<file path="src/rtl/alu_serial_pkg.sv">
// Shared constants for the bit-serial ALU: op codes, control bit positions
// and FSM state encoding.
package alu_serial_pkg;

    localparam logic [1:0] OP_AND = 2'b00;
    localparam logic [1:0] OP_OR  = 2'b01;
    localparam logic [1:0] OP_ADD = 2'b10;
    localparam logic [1:0] OP_SLT = 2'b11;

    localparam int CTRL_INVA = 3;
    localparam int CTRL_INVB = 2;

    localparam logic [1:0] ST_IDLE = 2'b00;
    localparam logic [1:0] ST_RUN  = 2'b01;
    localparam logic [1:0] ST_DONE = 2'b10;

endpackage

</file>
<file path="src/rtl/Full_adder.sv">
// One-bit full adder shared by the ripple and serial ALU slices.
module Full_adder (
    input  logic a,
    input  logic b,
    input  logic cin,
    output logic sum,
    output logic cout
);

    // Sum and majority carry.
    always_comb begin
        sum  = a ^ b ^ cin;
        cout = (a & b) | (a & cin) | (b & cin);
    end

endmodule

</file>
<file path="src/rtl/alu_serial_slice.sv">
// Combinational one-bit ALU stage: optional operand inversion, then AND, OR
// or full-add depending on op. SLT produces the adder sum here; the set bit
// is formed by the sequencer at the MSB.
module alu_serial_slice
    import alu_serial_pkg::*;
(
    input  logic       a,
    input  logic       b,
    input  logic       invertA,
    input  logic       invertB,
    input  logic       carryIn,
    input  logic [1:0] op,
    output logic       bit_out,
    output logic       carryOut
);

    logic a_eff;
    logic b_eff;
    logic fa_sum;
    logic fa_cout;

    assign a_eff = a ^ invertA;
    assign b_eff = b ^ invertB;

    Full_adder u_fa (
        .a    (a_eff),
        .b    (b_eff),
        .cin  (carryIn),
        .sum  (fa_sum),
        .cout (fa_cout)
    );

    // Select the bit function; carry is only meaningful for ADD/SLT.
    always_comb begin
        bit_out  = fa_sum;
        carryOut = fa_cout;
        case (op)
            OP_AND:  begin bit_out = a_eff & b_eff; carryOut = 1'b0; end
            OP_OR:   begin bit_out = a_eff | b_eff; carryOut = 1'b0; end
            default: begin bit_out = fa_sum;        carryOut = fa_cout; end
        endcase
    end

endmodule

</file>
<file path="src/rtl/alu_bit_serial.sv">
// Bit-serial ALU: one operand bit per clock, LSB first, through a single
// registered carry. Flags are formed at the MSB step and published together
// with the result in the DONE cycle.
module alu_bit_serial
    import alu_serial_pkg::*;
#(
    parameter int WIDTH = 32
) (
    input  logic             clk_i,
    input  logic             rst_i,
    input  logic             start_i,
    input  logic [WIDTH-1:0] src1_i,
    input  logic [WIDTH-1:0] src2_i,
    input  logic [3:0]       ALU_control_i,
    output logic             busy_o,
    output logic             done_o,
    output logic [WIDTH-1:0] result_o,
    output logic             zero_o,
    output logic             cout_o,
    output logic             overflow_o
);

    localparam int CNT_W = $clog2(WIDTH);

    logic [1:0]       state_q, state_d;
    logic [CNT_W-1:0] cnt_q, cnt_d;
    logic             carry_q, carry_d;
    logic [WIDTH-1:0] a_q, a_d;
    logic [WIDTH-1:0] b_q, b_d;
    logic [3:0]       ctrl_q, ctrl_d;
    logic [WIDTH-1:0] sr_q, sr_d;
    logic [WIDTH-1:0] result_q, result_d;
    logic             zero_q, zero_d;
    logic             cout_q, cout_d;
    logic             ovf_q, ovf_d;
    logic             done_q, done_d;

    logic             slice_bit;
    logic             slice_cout;
    logic             last_step;
    logic             arith;
    logic             set_bit;

    alu_serial_slice u_slice (
        .a        (a_q[cnt_q]),
        .b        (b_q[cnt_q]),
        .invertA  (ctrl_q[CTRL_INVA]),
        .invertB  (ctrl_q[CTRL_INVB]),
        .carryIn  (carry_q),
        .op       (ctrl_q[1:0]),
        .bit_out  (slice_bit),
        .carryOut (slice_cout)
    );

    assign last_step = (cnt_q == CNT_W'(WIDTH - 1));
    assign arith     = ctrl_q[1];
    // At the MSB step carry_q is the carry into the MSB.
    assign set_bit   = slice_bit ^ (carry_q ^ slice_cout);

    // Sequencer: latch on start, shift one bit per RUN cycle, publish at MSB.
    always_comb begin
        state_d  = state_q;
        cnt_d    = cnt_q;
        carry_d  = carry_q;
        a_d      = a_q;
        b_d      = b_q;
        ctrl_d   = ctrl_q;
        sr_d     = sr_q;
        result_d = result_q;
        zero_d   = zero_q;
        cout_d   = cout_q;
        ovf_d    = ovf_q;
        done_d   = 1'b0;
        case (state_q)
            ST_IDLE: begin
                if (start_i) begin
                    a_d     = src1_i;
                    b_d     = src2_i;
                    ctrl_d  = ALU_control_i;
                    cnt_d   = '0;
                    // Subtraction is A + ~B + 1, so the carry-in equals invertB.
                    carry_d = ALU_control_i[CTRL_INVB];
                    sr_d    = '0;
                    state_d = ST_RUN;
                end
            end
            ST_RUN: begin
                sr_d    = {slice_bit, sr_q[WIDTH-1:1]};
                carry_d = slice_cout;
                cnt_d   = cnt_q + CNT_W'(1);
                if (last_step) begin
                    state_d  = ST_DONE;
                    done_d   = 1'b1;
                    result_d = (ctrl_q[1:0] == OP_SLT) ? {{(WIDTH-1){1'b0}}, set_bit} : sr_d;
                    zero_d   = (result_d == '0);
                    cout_d   = arith & slice_cout;
                    ovf_d    = arith & (carry_q ^ slice_cout);
                end
            end
            ST_DONE: state_d = ST_IDLE;
            default: state_d = ST_IDLE;
        endcase
    end

    // State and datapath registers; reset clears everything, aborting any op.
    always_ff @(posedge clk_i) begin
        if (rst_i) begin
            state_q  <= ST_IDLE;
            cnt_q    <= '0;
            carry_q  <= 1'b0;
            a_q      <= '0;
            b_q      <= '0;
            ctrl_q   <= '0;
            sr_q     <= '0;
            result_q <= '0;
            zero_q   <= 1'b0;
            cout_q   <= 1'b0;
            ovf_q    <= 1'b0;
            done_q   <= 1'b0;
        end else begin
            state_q  <= state_d;
            cnt_q    <= cnt_d;
            carry_q  <= carry_d;
            a_q      <= a_d;
            b_q      <= b_d;
            ctrl_q   <= ctrl_d;
            sr_q     <= sr_d;
            result_q <= result_d;
            zero_q   <= zero_d;
            cout_q   <= cout_d;
            ovf_q    <= ovf_d;
            done_q   <= done_d;
        end
    end

    assign busy_o     = (state_q == ST_RUN);
    assign done_o     = done_q;
    assign result_o   = result_q;
    assign zero_o     = zero_q;
    assign cout_o     = cout_q;
    assign overflow_o = ovf_q;

endmodule

</file>
<file path="config.mk">
export PLATFORM = sky130hd
export DESIGN_NAME = alu_bit_serial
export DESIGN_NICKNAME = d
export VERILOG_FILES = /design/src/rtl/alu_serial_pkg.sv /design/src/rtl/Full_adder.sv /design/src/rtl/alu_serial_slice.sv /design/src/rtl/alu_bit_serial.sv
export SDC_FILE = /design/constraint.sdc
export NUM_CORES = 1
export LEC_CHECK = 0
export ABC_AREA = 1
export CORE_MARGIN = 3
export CORE_UTILIZATION = 50
export DETAILED_ROUTE_END_ITERATION = 10
export DONT_BUFFER_PORTS = 1
export PLACE_DENSITY = 0.79
export SETUP_SLACK_MARGIN = 0.02
export SLEW_MARGIN = 20
export SYNTH_ARGS = -nofsm -noshare
export SYNTH_HDL_FRONTEND = slang
export SYNTH_HIERARCHICAL = 1
export SYNTH_SLANG_ARGS = --single-unit
export TNS_END_PERCENT = 5
</file>
<file path="constraint.sdc">
create_clock -name clk_i -period 2.6 [get_ports clk_i]
set_clock_uncertainty 0.1 [all_clocks]
set_input_delay 0.26 -clock clk_i [delete_from_list [all_inputs] [get_ports clk_i]]
set_output_delay 0.26 -clock clk_i [all_outputs]
set_load 0.05 [all_outputs]
</file>
==> results of run 1 <==
[cell usage in the layout, fill, tap and decap left out, types with 4 or more instances in the layout]
master                            n
sky130_fd_sc_hd__a21oi_1         70
sky130_fd_sc_hd__nand3_1         44
sky130_fd_sc_hd__clkinv_2         4
sky130_fd_sc_hd__o21ai_0        101
sky130_fd_sc_hd__buf_4           17
sky130_fd_sc_hd__inv_2            5
sky130_fd_sc_hd__o21ai_1         14
sky130_fd_sc_hd__nand2_2         21
sky130_fd_sc_hd__nand3_2         14
sky130_fd_sc_hd__nor2_1         170
sky130_fd_sc_hd__dfxtp_1        142
sky130_fd_sc_hd__buf_12           7
sky130_fd_sc_hd__clkbuf_16       20
sky130_fd_sc_hd__inv_1           19
sky130_fd_sc_hd__dlygate4sd3_1   80
sky130_fd_sc_hd__nand2_1        171
[power by group through the flow]
stage	clock (mW)	combinational, mW	sequential [mW]
after floorplan	0	0.396	2.37
after global placement	0	0.439	2.39
after detailed placement	0	0.448	2.39
after CTS	2.21	0.553	2.35
after global routing	2.31	0.738	2.36
final	2.19	0.671	2.35
[critical path, cell delays in order (launching register included)]
cell and delay [ps]:
sky130_fd_sc_hd__dfxtp_4 400, sky130_fd_sc_hd__buf_12 160, sky130_fd_sc_hd__clkbuf_16 160, sky130_fd_sc_hd__nand2_1 50, sky130_fd_sc_hd__nand3_1 80, sky130_fd_sc_hd__nand3_1 90
sky130_fd_sc_hd__nand2_1 70, sky130_fd_sc_hd__nand2_1 60, sky130_fd_sc_hd__nand3_2 70, sky130_fd_sc_hd__and2_4 150, sky130_fd_sc_hd__inv_2 50, sky130_fd_sc_hd__nand2_2 50
sky130_fd_sc_hd__nand2_2 70, sky130_fd_sc_hd__fa_1 470, sky130_fd_sc_hd__nand2_1 90, sky130_fd_sc_hd__nand3_2 100, sky130_fd_sc_hd__o21ai_2 120, sky130_fd_sc_hd__nand2_1 50
sky130_fd_sc_hd__inv_1 50, sky130_fd_sc_hd__nand2_1 50, sky130_fd_sc_hd__nor2_1 90, sky130_fd_sc_hd__nand3_1 80, sky130_fd_sc_hd__a21oi_1 140
[routing by layer]
layer  up-vias  global-route usage  routed length [um]  part of all wire
li1       2919                   -                   -                 -
met1      2681              0.3151                7424              0.45
met2       230              0.3625                7611              0.46
met3        47             0.07154                1140             0.068
met4         0             0.09435                 481             0.029
met5         -                   0                   0                 0
[final cells by class]
cell class	instances	area, um^2	share of cell area
multi-input combinational	624	2893	0.3705
sequential	143	2867	0.3671
timing repair buffer	111	1192	0.1527
clock buffer	20	446.7	0.05721
tap	143	178.9	0.02292
inverter	27	117.6	0.01506
clock inverter	11	85.08	0.01090
timing repair inverter	2	27.53	0.003526
[path summary, 6_finish.rpt]
| path | start | end | slack [ps] | cells past startpoint |
|---|---|---|---|---|
| worst max-delay path | cnt_q[0] | zero_o | -240 | 22 |
| worst max register to register | cnt_q[0] | zero_o | -240 | 22 |
| worst min-delay path | rst_i | a_q[15] | 160 | 3 |
| worst min register to register | sr_q[1] | sr_q[1] | 370 | 2 |
[state kept, by name, indices dropped and copies added (netlist names)]
| signal | flops |
|---|---|
| carry_q | 1 |
| sr_q | 31 |
| overflow_o | 1 |
| a_q | 32 |
| ctrl_q | 4 |
| b_q | 32 |
| result_o | 32 |
| state_q | 2 |
| zero_o | 1 |
| cnt_q | 5 |
| done_o | 1 |
| cout_o | 1 |
[kinds of logic (layout without fill, tap and decap cells)]
family,count (synthesis),after routing,synth area share
adders and majority gates,3,3,0.007434
buffers and inverters,86,171,0.06919
and+or+nand+nor,431,431,0.2931
AOI/OAI and AO/OA,190,190,0.1578
DFF,143,143,0.4725
[per-stage QoR]
stage / power, mW / setup slack, ps / instances
after CTS: 5.108 / -85.93 / 1068
after global placement: 2.832 / -97.09 / 956
after floorplan: 2.766 / 23.13 / 853
after detailed placement: 2.838 / -125.3 / 956
after global routing: 5.411 / -480.7 / 1081
final: 5.207 / -240.7 / 1081
[repair_timing]
item,4_1_cts,5_1_grt
setup buffers,0,8
endpoints found under the setup margin,3,7
hold endpoints to repair,109,0
pin swaps,1,33
gates cloned,0,5
hold buffers,81,0
gates resized for setup,7,40
==> summary.md, run 1 <==
| Metric | Value |
|---|---|
| Post-synth EDFFs | `0` |
| TritonCTS clock tree | `done` |
| Post-synthesis cell type with the largest combined area | `sky130_fd_sc_hd__dfxtp_1` |
| Time the final worst path needs with I/O delays and setup | `2841 ps` |
| Combined area of all synthesized cells | `6058 um^2` |
| Die ar. | `13470 um^2` |
| Maximum frequency from static timing analysis | `0.3520 GHz` |
| Cell Rows | `39` |
| Synthesis Warnings | `6` |
| Sequential share of the synthesized area | `0.4725` |
| Area growth syn-to-layout | `28.87%` |
| Cell leakage power | `3.285 nW` |
| Placed standard-cell area | `6112 um^2` |
| Remaining max-slew budget at the tightest pin | `0.6166` |
| Most repeated cell in the gate-level netlist after synthesis | `sky130_fd_sc_hd__nand2_1` |
| Unrepaired setup endpoints after global routing | `true` |
| Total wirelength of the detailed-routed design | `16.66 mm` |
| Routed vias | `5877` |
| Layout filler cell count | `926` |
| Count of final hold-check violations | `0` |
| Slew at the pin with the worst max-slew slack | `575.1 ps` |
| Data required time of the worst path | `2860 ps` |
| Area inside the core boundary | `11610 um^2` |
| Combinational share of power | `0.129` |
| Mean instance size in the synthesized netlist | `7.102 um^2` |
| Number of input and output port buffers inserted | `0` |
| Number of antenna violations at the first check in global routing | `0` |
| CTS sink cnt | `143` |
| Cells after Synth | `853` |
| Number of iterations in the first detailed-routing pass | `5` |
| Layout cells sized above 1 | `0.1237` |
| Antenna Nets Post-Route | `0` |
| Number of max-cap violations | `0` |
| Power density of the placed cells | `666.9 nW/um^2` |
| Total GRT Usage | `0.2372` |
| Clock buffer depth | `2` |
| Hold crit path type | `in -> reg` |
| CTS H-tree depth | `4` |
| Switch share | `0.2650` |
| RePlAce Congestion | `0.8378` |
| Clock transition at path regs | `60 ps` |
| Number of endpoints failing setup at the final stage | `5` |
| Flop pwr share | `0.451` |
| Ranking of synthesized cells by area | `sky130_fd_sc_hd__dfxtp_1 (47%), sky130_fd_sc_hd__nand2_1 (12%), sky130_fd_sc_hd__nor2_1 (11%)` |
| Nets@finish | `1000` |
| Ratio of routed vias to standard cells | `5.437` |
| Net count of the mapped netlist | `927` |
| Most used standard cells in the synthesized netlist | `sky130_fd_sc_hd__nand2_1 (187), sky130_fd_sc_hd__nor2_1 (170), sky130_fd_sc_hd__dfxtp_1 (143), sky130_fd_sc_hd__o21ai_0 (102), sky130_fd_sc_hd__a21oi_1 (72)` |
| Violations in the final reports | `setup timing` |
| Antenna Diode Count | `0` |
| Top_reg_cell synth | `sky130_fd_sc_hd__dfxtp_1` |
| Critical path peak fanout | `8` |
| WS Path Type | `reg -> reg` |
| Element type at the critical path start | `register` |
| WHS | `162.9 ps` |
| Worst Setup Slack, final | `-240.7 ps` |
| Number of clock buffers inserted by TritonCTS | `17` |
| Hpwl dp | `8.792 mm` |
| Flip-flop and latch count after synthesis | `143` |
| Clk Tree Root Cell | `sky130_fd_sc_hd__clkbuf_16` |
| Final period utilization | `1.093` |
| Total negative slack | `-502.8 ps` |
| Net switching power figure | `1.380 mW` |
| Via count of the first global-routing pass | `5411` |
| Run status | `complete, but fails checks` |
| Fraction of registers with async set/reset | `0` |
| Pin count of the biggest net entering global routing | `68` |
| Post-layout instance area | `7807 um^2` |
| Detail-routed net length per standard cell | `15.41 um` |
| Distinct cells, synth | `28` |
| Count of pins on the block boundary | `108` |
| Relative contribution of the clock network to total power | `0.420` |
| Cell-internal power | `3.827 mW` |
| Clock latency on the worst-skew pair | `420 ps` |
| Share of the synthesized area in the top cell type | `0.4725` |
| Data arrival at the endpoint of the critical path | `3100 ps` |
| Chip Height | `116.1 um` |
| Starting utilization of the core area | `0.5217` |
| Overall die width | `116.1 um` |
| Utilization of the core after routing | `0.6723` |
| Overall overflow remaining after global route | `0` |
| Wire length of the first global-routing pass | `25.52 mm` |
| Final number of max-transition violations | `0` |
| Category of the worst setup path capture point | `register` |
| Highest ir drop seen on vdd | `0.4607 mV` |
| Number of remaining DRC errors | `0` |
| Number of violations reported at the end of detailed-routing iteration 0 | `539` |
Note: power is estimated with default switching activity, not from simulation.
==> inputs of run 2 (changes only) <==
- ABC_AREA: 1 -> default
- SKIP_CTS_REPAIR_TIMING: default -> 1
==> run 2 against run 1 <==
  * The run still ends with setup timing left
  * Register-to-register slack worse by 210 ps
  * Combinational power shrank 27%
  * Routed wire length down 4.1%
  * Clock-buffer cell count decreased by 1
  * First-iteration DRC count shrank 29%
  * Sequential power shrank 2%
  * Critical endpoint unchanged
  * Power is 1.5% higher
==> summary.md, run 2 <==
| Metric | Value |
|---|---|
| Run status | `complete, but fails checks (unchanged)` |
| Violations in the final reports | `setup timing (unchanged)` |
| Area inside the core boundary | `11760 um^2 (was 11610 um^2)` |
| Number of remaining DRC errors | `0 (unchanged)` |
| Most common cell after layout, fill and taps aside | `sky130_fd_sc_hd__nand2_1 (unchanged)` |
| Worst r2r path cells | `13 (was 22)` |
| Combined area of all synthesized cells | `6186 um^2 (was 6058 um^2)` |
| Slew at the pin with the worst max-slew slack | `1048 ps (was 575.1 ps)` |
| Wire length of the first global-routing pass | `22.34 mm (was 25.52 mm)` |
| Ranking of synthesized cells by area | `sky130_fd_sc_hd__dfxtp_1 (46%), sky130_fd_sc_hd__nand2_1 (13%), sky130_fd_sc_hd__a21oi_1 (9.1%) (was sky130_fd_sc_hd__dfxtp_1 (47%), sky130_fd_sc_hd__nand2_1 (12%), sky130_fd_sc_hd__nor2_1 (11%))` |
| Remaining max-slew budget at the tightest pin | `0.3015 (was 0.6166)` |
| Combinational share of power | `0.093 (was 0.129)` |
| RePlAce Congestion | `0.8552 (was 0.8378)` |
| Layout cells sized above 1 | `0.1767 (was 0.1237)` |
| Share of the synthesized area in the top cell type | `0.4628 (was 0.4725)` |
| Area growth syn-to-layout | `28.03% (was 28.87%)` |
| TritonCTS clock tree | `done (unchanged)` |
| Post-layout instance area | `7920 um^2 (was 7807 um^2)` |
| Number of iterations in the first detailed-routing pass | `5 (unchanged)` |
| Overall overflow remaining after global route | `0 (unchanged)` |
| Mean instance size in the synthesized netlist | `8.497 um^2 (was 7.102 um^2)` |
| Most used standard cells in the synthesized netlist | `sky130_fd_sc_hd__nand2_1 (213), sky130_fd_sc_hd__dfxtp_1 (143), sky130_fd_sc_hd__a21oi_1 (112), sky130_fd_sc_hd__nand3_1 (40), sky130_fd_sc_hd__mux2i_1 (33) (was sky130_fd_sc_hd__nand2_1 (187), sky130_fd_sc_hd__nor2_1 (170), sky130_fd_sc_hd__dfxtp_1 (143), sky130_fd_sc_hd__o21ai_0 (102), sky130_fd_sc_hd__a21oi_1 (72))` |
| Most repeated cell in the gate-level netlist after synthesis | `sky130_fd_sc_hd__nand2_1 (unchanged)` |
| Cells after Synth | `728 (was 853)` |
| Data arrival at the endpoint of the critical path | `3320 ps (was 3100 ps)` |
| Maximum frequency from static timing analysis | `0.3281 GHz (was 0.3520 GHz)` |
| Final period utilization | `1.172 (was 1.093)` |
| Fraction of registers with async set/reset | `0 (unchanged)` |
| Flip-flop and latch count after synthesis | `143 (unchanged)` |
| Routed vias | `5458 (was 5877)` |
| Sequential share of the synthesized area | `0.4628 (was 0.4725)` |
| Total negative slack | `-1493 ps (was -502.8 ps)` |
| Switch share | `0.2412 (was 0.2650)` |
| Synthesis Warnings | `6 (unchanged)` |
| Critical path peak fanout | `5 (was 8)` |
| Top_reg_cell synth | `sky130_fd_sc_hd__dfxtp_1 (unchanged)` |
| Most frequent cells in the layout | `sky130_fd_sc_hd__nand2_1 (210), sky130_fd_sc_hd__dfxtp_1 (141), sky130_fd_sc_hd__a21oi_1 (112) (was sky130_fd_sc_hd__nand2_1 (171), sky130_fd_sc_hd__nor2_1 (170), sky130_fd_sc_hd__dfxtp_1 (142))` |
| Nets@finish | `877 (was 1000)` |
| Total wirelength of the detailed-routed design | `15.98 mm (was 16.66 mm)` |
| WS Path Type | `reg -> reg (unchanged)` |
| CTS sink cnt | `143 (unchanged)` |
| Total GRT Usage | `0.2074 (was 0.2372)` |
| Number of input and output port buffers inserted | `0 (unchanged)` |
| Min-Delay Startpoint | `rst_i (unchanged)` |
| Unrepaired setup endpoints after global routing | `true (unchanged)` |
| Via count of the first global-routing pass | `4761 (was 5411)` |
| End point of the most critical hold path | `result_o[27] (was a_q[15])` |
| Net count of the mapped netlist | `802 (was 927)` |
| Number of violations reported at the end of detailed-routing iteration 0 | `385 (was 539)` |
| Overall die width | `117.2 um (was 116.1 um)` |
| Post-synthesis cell type with the largest combined area | `sky130_fd_sc_hd__dfxtp_1 (unchanged)` |
| Antenna Diode Count | `0 (unchanged)` |
| Number of max-cap violations | `0 (unchanged)` |
| WHS | `122.1 ps (was 162.9 ps)` |
| Clock latency on the worst-skew pair | `430 ps (was 420 ps)` |
| Element type at the critical path start | `register (unchanged)` |
| Count of pins on the block boundary | `108 (unchanged)` |
| Die ar. | `13740 um^2 (was 13470 um^2)` |
| Worst Setup Slack, final | `-447.9 ps (was -240.7 ps)` |
| Post-synth EDFFs | `0 (unchanged)` |
| Pin count of the biggest net entering global routing | `144 (was 68)` |
| Final number of max-transition violations | `0 (unchanged)` |
| FF-to-FF Start | `cnt_q[1] (was cnt_q[0])` |
| CTS H-tree depth | `4 (unchanged)` |
| Number of endpoints failing setup at the final stage | `6 (was 5)` |
| Distinct cells, synth | `44 (was 28)` |
| Hold Path Cell Cnt | `2 (was 3)` |
| Chip Height | `117.2 um (was 116.1 um)` |
| Relative contribution of the clock network to total power | `0.470 (was 0.420)` |
| Time the final worst path needs with I/O delays and setup | `3048 ps (was 2841 ps)` |
| Worst setup timing slack at the placement stage | `-623.8 ps (was -125.3 ps)` |
| Register-to-Register Setup Slack | `-450 ps (was -240 ps)` |
| Power density of the placed cells | `667.6 nW/um^2 (was 666.9 nW/um^2)` |
| Category of the worst setup path capture point | `register (unchanged)` |
| Clock transition at path regs | `60 ps (about the same)` |
| Clock buffer depth | `2 (unchanged)` |
| Utilization of the core after routing | `0.6735 (was 0.6723)` |
| Highest ir drop seen on vdd | `0.5424 mV (was 0.4607 mV)` |
| Data required time of the worst path | `2870 ps (was 2860 ps)` |
| Flop pwr share | `0.436 (was 0.451)` |
| Layout filler cell count | `863 (was 926)` |
| Net switching power figure | `1.275 mW (was 1.380 mW)` |
| Placed standard-cell area | `6301 um^2 (was 6112 um^2)` |
| Cell-internal power | `4.012 mW (was 3.827 mW)` |
| Number of antenna violations at the first check in global routing | `0 (unchanged)` |
| Ratio of routed vias to standard cells | `5.575 (was 5.437)` |
| Hpwl dp | `9.326 mm (was 8.792 mm)` |
| Antenna Nets Post-Route | `0 (unchanged)` |
| Count of final hold-check violations | `0 (unchanged)` |
| Starting utilization of the core area | `0.5260 (was 0.5217)` |
| Cell Rows | `39 (unchanged)` |
| Endpoint of the worst-slack reg-to-reg timing path | `zero_o (unchanged)` |
| Clk Tree Root Cell | `sky130_fd_sc_hd__clkbuf_16 (unchanged)` |
| Hold crit path type | `in -> reg (unchanged)` |
| Number of clock buffers inserted by TritonCTS | `17 (unchanged)` |
| Detail-routed net length per standard cell | `16.32 um (was 15.41 um)` |
| Cell leakage power | `2.809 nW (was 3.285 nW)` |
[run 2: cell count changes in the layout (fill, tap and decap cells not counted), sizes merged, moves of 14 or more]
cell   before  now
o21ai     116    2
nand2     193  214
nor2      173   11
a22oi       0   14
inv        29    4
a21oi      72  141
mux2i       0   33
[run 2: per-layer routing]
metal | track usage | up-vias | wire length (um)
met2 | 0.3424 | 196 | 8293
met1 | 0.2433 | 2595 | 6290
li1 | - | 2631 | -
met3 | 0.07506 | 36 | 1025
met5 | 0 | - | 0
met4 | 0.08792 | 0 | 367
[run 2: worst max-delay path: stages (launching register included)]
cell                        delay (ps)
sky130_fd_sc_hd__dfxtp_4           390
sky130_fd_sc_hd__clkbuf_16         150
sky130_fd_sc_hd__mux2i_1           200
sky130_fd_sc_hd__a22oi_1           140
sky130_fd_sc_hd__and4b_1           200
sky130_fd_sc_hd__a31oi_2           160
sky130_fd_sc_hd__o311ai_2          140
sky130_fd_sc_hd__xor2_2            180
sky130_fd_sc_hd__fa_2              360
sky130_fd_sc_hd__and2_4            180
sky130_fd_sc_hd__xor2_2            180
sky130_fd_sc_hd__xor2_1            170
sky130_fd_sc_hd__mux2i_1           240
sky130_fd_sc_hd__a41o_1            190
[run 2: power by group through the flow]
stage          logic, mW  registers [mW]  clock network, mW
3_5_place_dp       0.351            2.35                  0
5_1_grt            0.540            2.31               2.61
3_3_place_gp       0.335            2.35                  0
4_1_cts            0.352            2.30               2.51
2_1_floorplan      0.312            2.34                  0
6_report           0.493            2.31               2.49
[run 2: worst max-delay path by stage]
stage	from	endpoint	slack, ps	depth (start not counted)
after CTS	cnt_q[0]	zero_o	-660	14
after global routing	cnt_q[0]	zero_o	-670	14
final	cnt_q[1]	zero_o	-450	13
after global placement	cnt_q[2]	zero_o	-450	14
after detailed placement	cnt_q[0]	zero_o	-620	14
after floorplan	cnt_q[1]	zero_o	-330	15
[run 2: kinds of logic (layout without fill, tap and decap cells)]
logic type	count (synthesis)	after routing	synth area share
flops	143	143	0.4628
compound gates	165	165	0.1618
buf+inv	62	149	0.06230
xor+xnor	4	4	0.008091
simple gates	318	318	0.2443
fa+ha+maj	3	3	0.007281
mux	33	33	0.05340
[run 2: stage by stage]
step	instances	total power [mW]
final	979	5.287
after global routing	979	5.459
after CTS	890	5.169
after detailed placement	859	2.703
after global placement	859	2.687
after floorplan	728	2.651
[run 2: area by class of cell]
type | count | area (um^2) | share of cell area
clock inverter | 12 | 160.2 | 0.02022
tap | 164 | 205.2 | 0.02591
timing repair buffer | 117 | 1181 | 0.1491
clock buffer | 19 | 442.9 | 0.05592
inverter | 1 | 6.256 | 0.0007899
multi-input combinational | 523 | 3057 | 0.3859
sequential | 143 | 2868 | 0.3621
==> inputs of run 3 (changes only) <==
- CTS_CLUSTER_SIZE: default -> 28
==> results of run 3 <==
No change in the layout: final DEF, timing and power equal those of run 2.
